## config.mk

```make
export PLATFORM = sky130hd
export DESIGN_NAME = cmp_seq_flat
export DESIGN_NICKNAME = d
export VERILOG_FILES = /design/src/rtl/cmp_seq_if.sv /design/src/rtl/cmp_seq.sv /design/src/flat_wrapper.sv
export SDC_FILE = /design/constraint.sdc
export NUM_CORES = 1
export LEC_CHECK = 0
export BUFFER_PORTS_ARGS = -buffer_cell sky130_fd_sc_hd__buf_2
export CAP_MARGIN = 15
export CORE_UTILIZATION = 53
export DETAILED_ROUTE_END_ITERATION = 8
export GPL_TIMING_DRIVEN = 0
export PLACE_DENSITY = 0.84
export SLEW_MARGIN = 20
export SYNTH_ARGS = -nofsm -noshare
export SYNTH_HDL_FRONTEND = slang
export SYNTH_SLANG_ARGS = --single-unit
```

## constraint.sdc

```tcl
create_clock -name clk -period 1.65 [get_ports clk]
set_input_delay 0.33 -clock clk [delete_from_list [all_inputs] [get_ports clk]]
set_output_delay 0.33 -clock clk [all_outputs]
set_load 0.01 [all_outputs]
```

## src/rtl/cmp_seq_if.sv

```systemverilog
// Handshake bundle for the digit-serial comparator: request side (start/a/b/sgn)
// and result side (busy/done/eq/lt/gt).
interface cmp_seq_if #(
  parameter int WIDTH = 8
);
  logic             start;
  logic [WIDTH-1:0] a;
  logic [WIDTH-1:0] b;
  logic             sgn;
  logic             busy;
  logic             done;
  logic             eq;
  logic             lt;
  logic             gt;

  modport master (
    output start, a, b, sgn,
    input  busy, done, eq, lt, gt
  );

  modport slave (
    input  start, a, b, sgn,
    output busy, done, eq, lt, gt
  );
endinterface

```

## src/rtl/cmp_seq.sv

```systemverilog
// Digit-serial magnitude comparator: examines DIGIT bits per cycle, MSB first,
// and exits early on the first differing slice.
//
// state | meaning
// IDLE  | waiting for start; operands not held
// CMP   | comparing top slice of the captured operands each cycle
// DONE  | results valid, done pulsed; may accept a new start on exit
module cmp_seq #(
  parameter int WIDTH = 8,
  parameter int DIGIT = 2
) (
  input logic      clk,
  input logic      rst,
  cmp_seq_if.slave bus
);
  localparam int ND = WIDTH / DIGIT;
  localparam int IW = (ND > 1) ? $clog2(ND) : 1;
  localparam logic [WIDTH-1:0] MSB_MASK = {1'b1, {(WIDTH-1){1'b0}}};

  typedef enum logic [1:0] {
    IDLE = 2'd0,
    CMP  = 2'd1,
    DONE = 2'd2
  } state_t;

  state_t           state;
  logic [IW-1:0]    idx;
  logic [WIDTH-1:0] opa;
  logic [WIDTH-1:0] opb;

  logic [WIDTH-1:0] cap_a;
  logic [WIDTH-1:0] cap_b;
  logic [DIGIT-1:0] slice_a;
  logic [DIGIT-1:0] slice_b;

  // Flipping the sign bit maps two's-complement order onto unsigned order.
  assign cap_a   = bus.sgn ? (bus.a ^ MSB_MASK) : bus.a;
  assign cap_b   = bus.sgn ? (bus.b ^ MSB_MASK) : bus.b;

  // Operands are shifted left after each equal slice, so the live slice is always on top.
  assign slice_a = opa[WIDTH-1 -: DIGIT];
  assign slice_b = opb[WIDTH-1 -: DIGIT];

  always_ff @(posedge clk or posedge rst) begin
    if (rst) begin
      state    <= IDLE;
      idx      <= '0;
      opa      <= '0;
      opb      <= '0;
      bus.busy <= 1'b0;
      bus.done <= 1'b0;
      bus.eq   <= 1'b0;
      bus.lt   <= 1'b0;
      bus.gt   <= 1'b0;
    end else begin
      case (state)
        IDLE: begin
          if (bus.start) begin
            opa      <= cap_a;
            opb      <= cap_b;
            idx      <= IW'(ND - 1);
            bus.busy <= 1'b1;
            state    <= CMP;
          end
        end
        CMP: begin
          if (slice_a != slice_b) begin
            bus.gt   <= (slice_a > slice_b);
            bus.lt   <= (slice_a < slice_b);
            bus.eq   <= 1'b0;
            bus.done <= 1'b1;
            state    <= DONE;
          end else if (idx == '0) begin
            bus.eq   <= 1'b1;
            bus.lt   <= 1'b0;
            bus.gt   <= 1'b0;
            bus.done <= 1'b1;
            state    <= DONE;
          end else begin
            idx <= idx - IW'(1);
            opa <= opa << DIGIT;
            opb <= opb << DIGIT;
          end
        end
        DONE: begin
          bus.done <= 1'b0;
          if (bus.start) begin
            opa   <= cap_a;
            opb   <= cap_b;
            idx   <= IW'(ND - 1);
            state <= CMP;
          end else begin
            bus.busy <= 1'b0;
            state    <= IDLE;
          end
        end
        default: begin
          bus.busy <= 1'b0;
          bus.done <= 1'b0;
          state    <= IDLE;
        end
      endcase
    end
  end
endmodule

```

## src/flat_wrapper.sv

```systemverilog
// flat-port wrapper written by rule: the top's interface ports become plain ports
module cmp_seq_flat 
#(
  parameter int WIDTH = 8,
  parameter int DIGIT = 2
)
  (clk, rst, bus_start, bus_a, bus_b, bus_sgn, bus_busy, bus_done, bus_eq, bus_lt, bus_gt);
  cmp_seq_if #(.WIDTH(WIDTH)) bus_i ();
  input logic clk;
  input logic rst;
  input wire logic [$bits(bus_i.start)-1:0] bus_start;
  input wire logic [$bits(bus_i.a)-1:0] bus_a;
  input wire logic [$bits(bus_i.b)-1:0] bus_b;
  input wire logic [$bits(bus_i.sgn)-1:0] bus_sgn;
  output wire logic [$bits(bus_i.busy)-1:0] bus_busy;
  output wire logic [$bits(bus_i.done)-1:0] bus_done;
  output wire logic [$bits(bus_i.eq)-1:0] bus_eq;
  output wire logic [$bits(bus_i.lt)-1:0] bus_lt;
  output wire logic [$bits(bus_i.gt)-1:0] bus_gt;
  assign bus_i.start = bus_start;
  assign bus_i.a = bus_a;
  assign bus_i.b = bus_b;
  assign bus_i.sgn = bus_sgn;
  assign bus_busy = bus_i.busy;
  assign bus_done = bus_i.done;
  assign bus_eq = bus_i.eq;
  assign bus_lt = bus_i.lt;
  assign bus_gt = bus_i.gt;
  cmp_seq #(.WIDTH(WIDTH), .DIGIT(DIGIT)) u_core (.clk(clk), .rst(rst), .bus(bus_i));
endmodule
```

# Word-level counts from Yosys, hierarchy flattened
# Index checks and enable logic that the tools add are counted.
# totals
ff_bits,25
input_bits,20
elab_cells,64
# op_classes
n_eq_ne,9
addsub,1
reduce_logical,10
n_mux,29
order_cmp,2
bitwise_logic,4
# ops
op,count
$mux 8,8
$pmux 8 s2,2
$mux 2,6
$mux 1,9
$ne 2x2->1 const B,4
$pmux 2 s3,1
$reduce_and 2->1,3
$logic_not 2->1,2
$not 1->1,4
$pmux 2 s2,1
$reduce_and 4->1,1
$reduce_bool 2->1,2
$ne 3x1->1 const B,1
$pmux 1 s3,1
$reduce_and 3->1,1
$eq 2x1->1 const B,1
$eq 2x2->1 const B,1
$gt 2x2->1,1
$lt 2x2->1,1
$ne 2x1->1 const B,1
$ne 2x2->1,1
$pmux 1 s2,1
$reduce_or 2->1,1
$sub 2x1->2 const B,1

# Longest topological paths before layout
# depth
ltp_word,4
depth_mapped,6

# Worst setup path before layout
# No wires, ideal clock.
# synth_path
path_kind,register to register
start,register u_core.opb[7]
end,register u_core.opa[2]
setup_ps,129
slack_ps,199
path_stages_with_launch,7
period_less_slack_ps,1451
required_ps,1521
t_arrival_ps,1322
cell_sequence,dfrtp_1 > inv_1 > ha_1 > and3b_4 > a21oi_4 > buf_6 > a21oi_1
# synth_between
elab_chain_len,3
# synth_rtl
item,line_no,rtl
from (decl),cmp_seq.sv:29,logic [WIDTH-1:0] opb;
from (signal assigned),cmp_seq.sv:60,opb <= cap_b;
from (signal assigned),cmp_seq.sv:82,opb <= opb << DIGIT;
from (signal assigned),cmp_seq.sv:89,opb <= cap_b;
$ne 2x2->1,cmp_seq.sv:67,if (slice_a != slice_b) begin
$ne 2x2->1 (no line),n/a,
$reduce_and 4->1 (no line),n/a,
to (signal assigned),cmp_seq.sv:59,opa <= cap_a;
to (signal assigned),cmp_seq.sv:81,opa <= opa << DIGIT;
to (signal assigned),cmp_seq.sv:88,opa <= cap_a;
to (decl),cmp_seq.sv:28,logic [WIDTH-1:0] opa;
# No other way between the ends.
# A chain may end at the register's enable or synchronous reset.

# Worst setup path after layout
# Same ends and word-level chain as after synthesis.

==> results.toml <==
[run_status]
status = "finished, final reports clean"

[clock_tree]
cts_buffer_depth = 2
cts_tree = "done"
post_cts_hold_buffer_count = 0
cts-root-buf = "clkbuf_4"
clk_pin_slew_ns = 0.14
numCtsBuffers = 3
cts_num_sinks = 25
cts-resized-gates = 0
cts_setup_buffers = 0
insertion_delay_ns = 0.32
htreeDepth = 1

[grt]
antenna_found_initial = 0
first_global_vias = 859
grt.overflow.total = 0
grt_max_degree = 26
grt_pass1_wl_mm = 4.00
track_usage_pct = 21.7

[sta]
finalSetupTns_ns = 0
fin_crit_ns = 1.57
final_max_slew_viol_count = 0
fin_ws_ns = 0.0801
worst_pin_slew_ns = 0.937
fmax_ghz = 0.637
maxSlewHeadroom_pct = 37.5
period_share_pct = 95.1
finalSetupViolCount = 0
clock_skew_ns = 0.0101
hold_viol_final = 0
rsz0062_at_grt = "false"
whs_ns = 0.188

[synthesis]
ys_seq_area_share_pct = 52.1
yosys_warnings = 0
syn_avg_cell_area_um2 = 10.7
netlist.area_leader.share_pct = 52.1
synthCells = 112
synth_nets = 135
syn_area_um2 = 1200
synthTopCellsByArea = "dfrtp_1 (52%), a221oi_2 (7.5%), inv_1 (5.6%)"
synth.distinct_cells = 29
yosys.area.top_type = "dfrtp_1"
synth_seq_cells = 25

[finish]
fillCellCount = 189
n_antenna_cell = 0
final_util_pct = 67.7
nets = 164
syn2layout_area_growth_pct = 15.1
final_cell_mix = "buf_2 (25), dfrtp_1 (25), inv_1 (18)"
fin_cells = 167
drive_gt1_share_pct = 32.9

[die]
std_cell_rows = 16
die_y_um = 49.6
ios = 25
core_um2 = 2040
die_w_um = 49.6
dieArea_um2 = 2460
start_util_pct = 58.8

[setup_path]
critical_path_class = "reg2reg"
crit_buf_inv = 2
slowest_stage = "dfrtp_1"
cp_cell_sequence = "inv_1 > ha_1 > and3b_4 > a21oi_4 > buf_6 > a21oi_1"
arrival_ns = 1.79
cpPeakStageDelay_ns = 0.38
crit_path_end_kind = "flop"
path_delay_family = "flip-flops"
required_ns = 1.87
crit_fanout = 10
crit_path_start_kind = "flop"

[place]
dp_cells = 163
gp_congestion = 0.788
dp_hpwl_mm = 1.64
place_ws_ns = 0.0904
port_buffers = 24

[job]
drv_cap = 0

[power]
power_density_nw_per_um2 = 1950
leakage_nw = 0.699
ir_drop_mv = 0.971

[min_path]
hold_path.class = "in2async"

[detailed_routing]
drt-total-wl_mm = 2.29
drt_iter0_drc = 15
vias_per_cell = 5.38
ant_nets = 0
vias = 898
wl_per_cell_um = 13.7
drc = 0
drt_first_pass_iters = 4
-- routing by layer --
metal	routed length, um	global-route usage [%]	vias to the layer above
met5	0	0	-
met4	25	7.14	0
li1	-	-	438
met2	1090	35.1	25
met1	1070	29.5	431
met3	105	3.70	4
-- sequential cells by signal (all words and copies together) (netlist names) --
name / cells
u_core.opa: 8
u_core.opb: 8
u_core.idx: 2
u_core.state: 2
u_core.bus.busy: 1
u_core.bus.done: 1
u_core.bus.eq: 1
u_core.bus.gt: 1
u_core.bus.lt: 1
-- final timing paths --
| kind | end | depth (start not counted) | from | slack [ns] |
|---|---|---|---|---|
| setup / recovery | u_core.opa[2] | 6 | u_core.opb[7] | 0.08 |
| hold / removal | u_core.opa[1] | 2 | rst | 0.19 |
| setup reg to reg | u_core.opa[2] | 6 | u_core.opb[7] | 0.08 |
| hold reg to reg | u_core.bus.busy | 1 | u_core.state[1] | 0.50 |
| max in group asynchronous | u_core.bus.lt | 2 | rst | 0.89 |
| min in group clk | u_core.opa[1] | 3 | bus_a[1] | 0.20 |
-- cell families after synthesis --
logic type / synth area share [%]
AOI/OAI and AO/OA: 22.2
and+or+nand+nor: 12.0
buffers and inverters: 9.17
DFF: 52.1
adders and majority gates: 3.13
xor gates and xnor gates: 1.46
-- cell usage after synthesis --
master     number
nor2b_2         1
buf_2           1
a21o_1          1
o21ai_0         1
a21oi_1         8
nand2b_2        1
a21oi_4         1
o21ai_1         4
nand3b_2        1
nand2_1        12
o22ai_1         1
a32o_1          1
o2bb2ai_1       1
nand2b_1        1
o21a_1          1
nor3_1          1
dfrtp_1        25
inv_1          18
buf_6           2
o32ai_1         4
ha_1            3
nor2_1          8
a221o_1         2
and3b_4         1
xnor2_1         2
buf_4           2
nor2_2          1
a221oi_2        6
and2b_4         1
-- layout make-up --
cell class / count / area (um2) / area share, %
multi-input cells: 64 / 465 / 33.7
clock buffers: 3 / 22.5 / 1.63
inverters: 18 / 67.6 / 4.89
clock inverters: 1 / 5.00 / 0.362
flip-flops and latches: 25 / 626 / 45.2
plain buffers: 5 / 42.5 / 3.08
repair buffers: 24 / 120 / 8.69
well taps: 27 / 33.8 / 2.44
-- per-stage QoR --
stage	total power, mW	cell area [um2]
floorplan	2.10	1200
global placement	2.36	1360
detailed placement	2.43	1360
CTS	2.72	1380
global route	2.91	1380
finish	2.70	1380
-- where the power goes --
| part | switching, mW | internal, mW | leakage, nW |
|---|---|---|---|
| Clock | 0.189 | 0.0909 | 0.0177 |
| Sequential | 0.143 | 0.906 | 0.290 |
| Combinational | 0.776 | 0.590 | 0.392 |
Power figures use the tool's default switching activity.
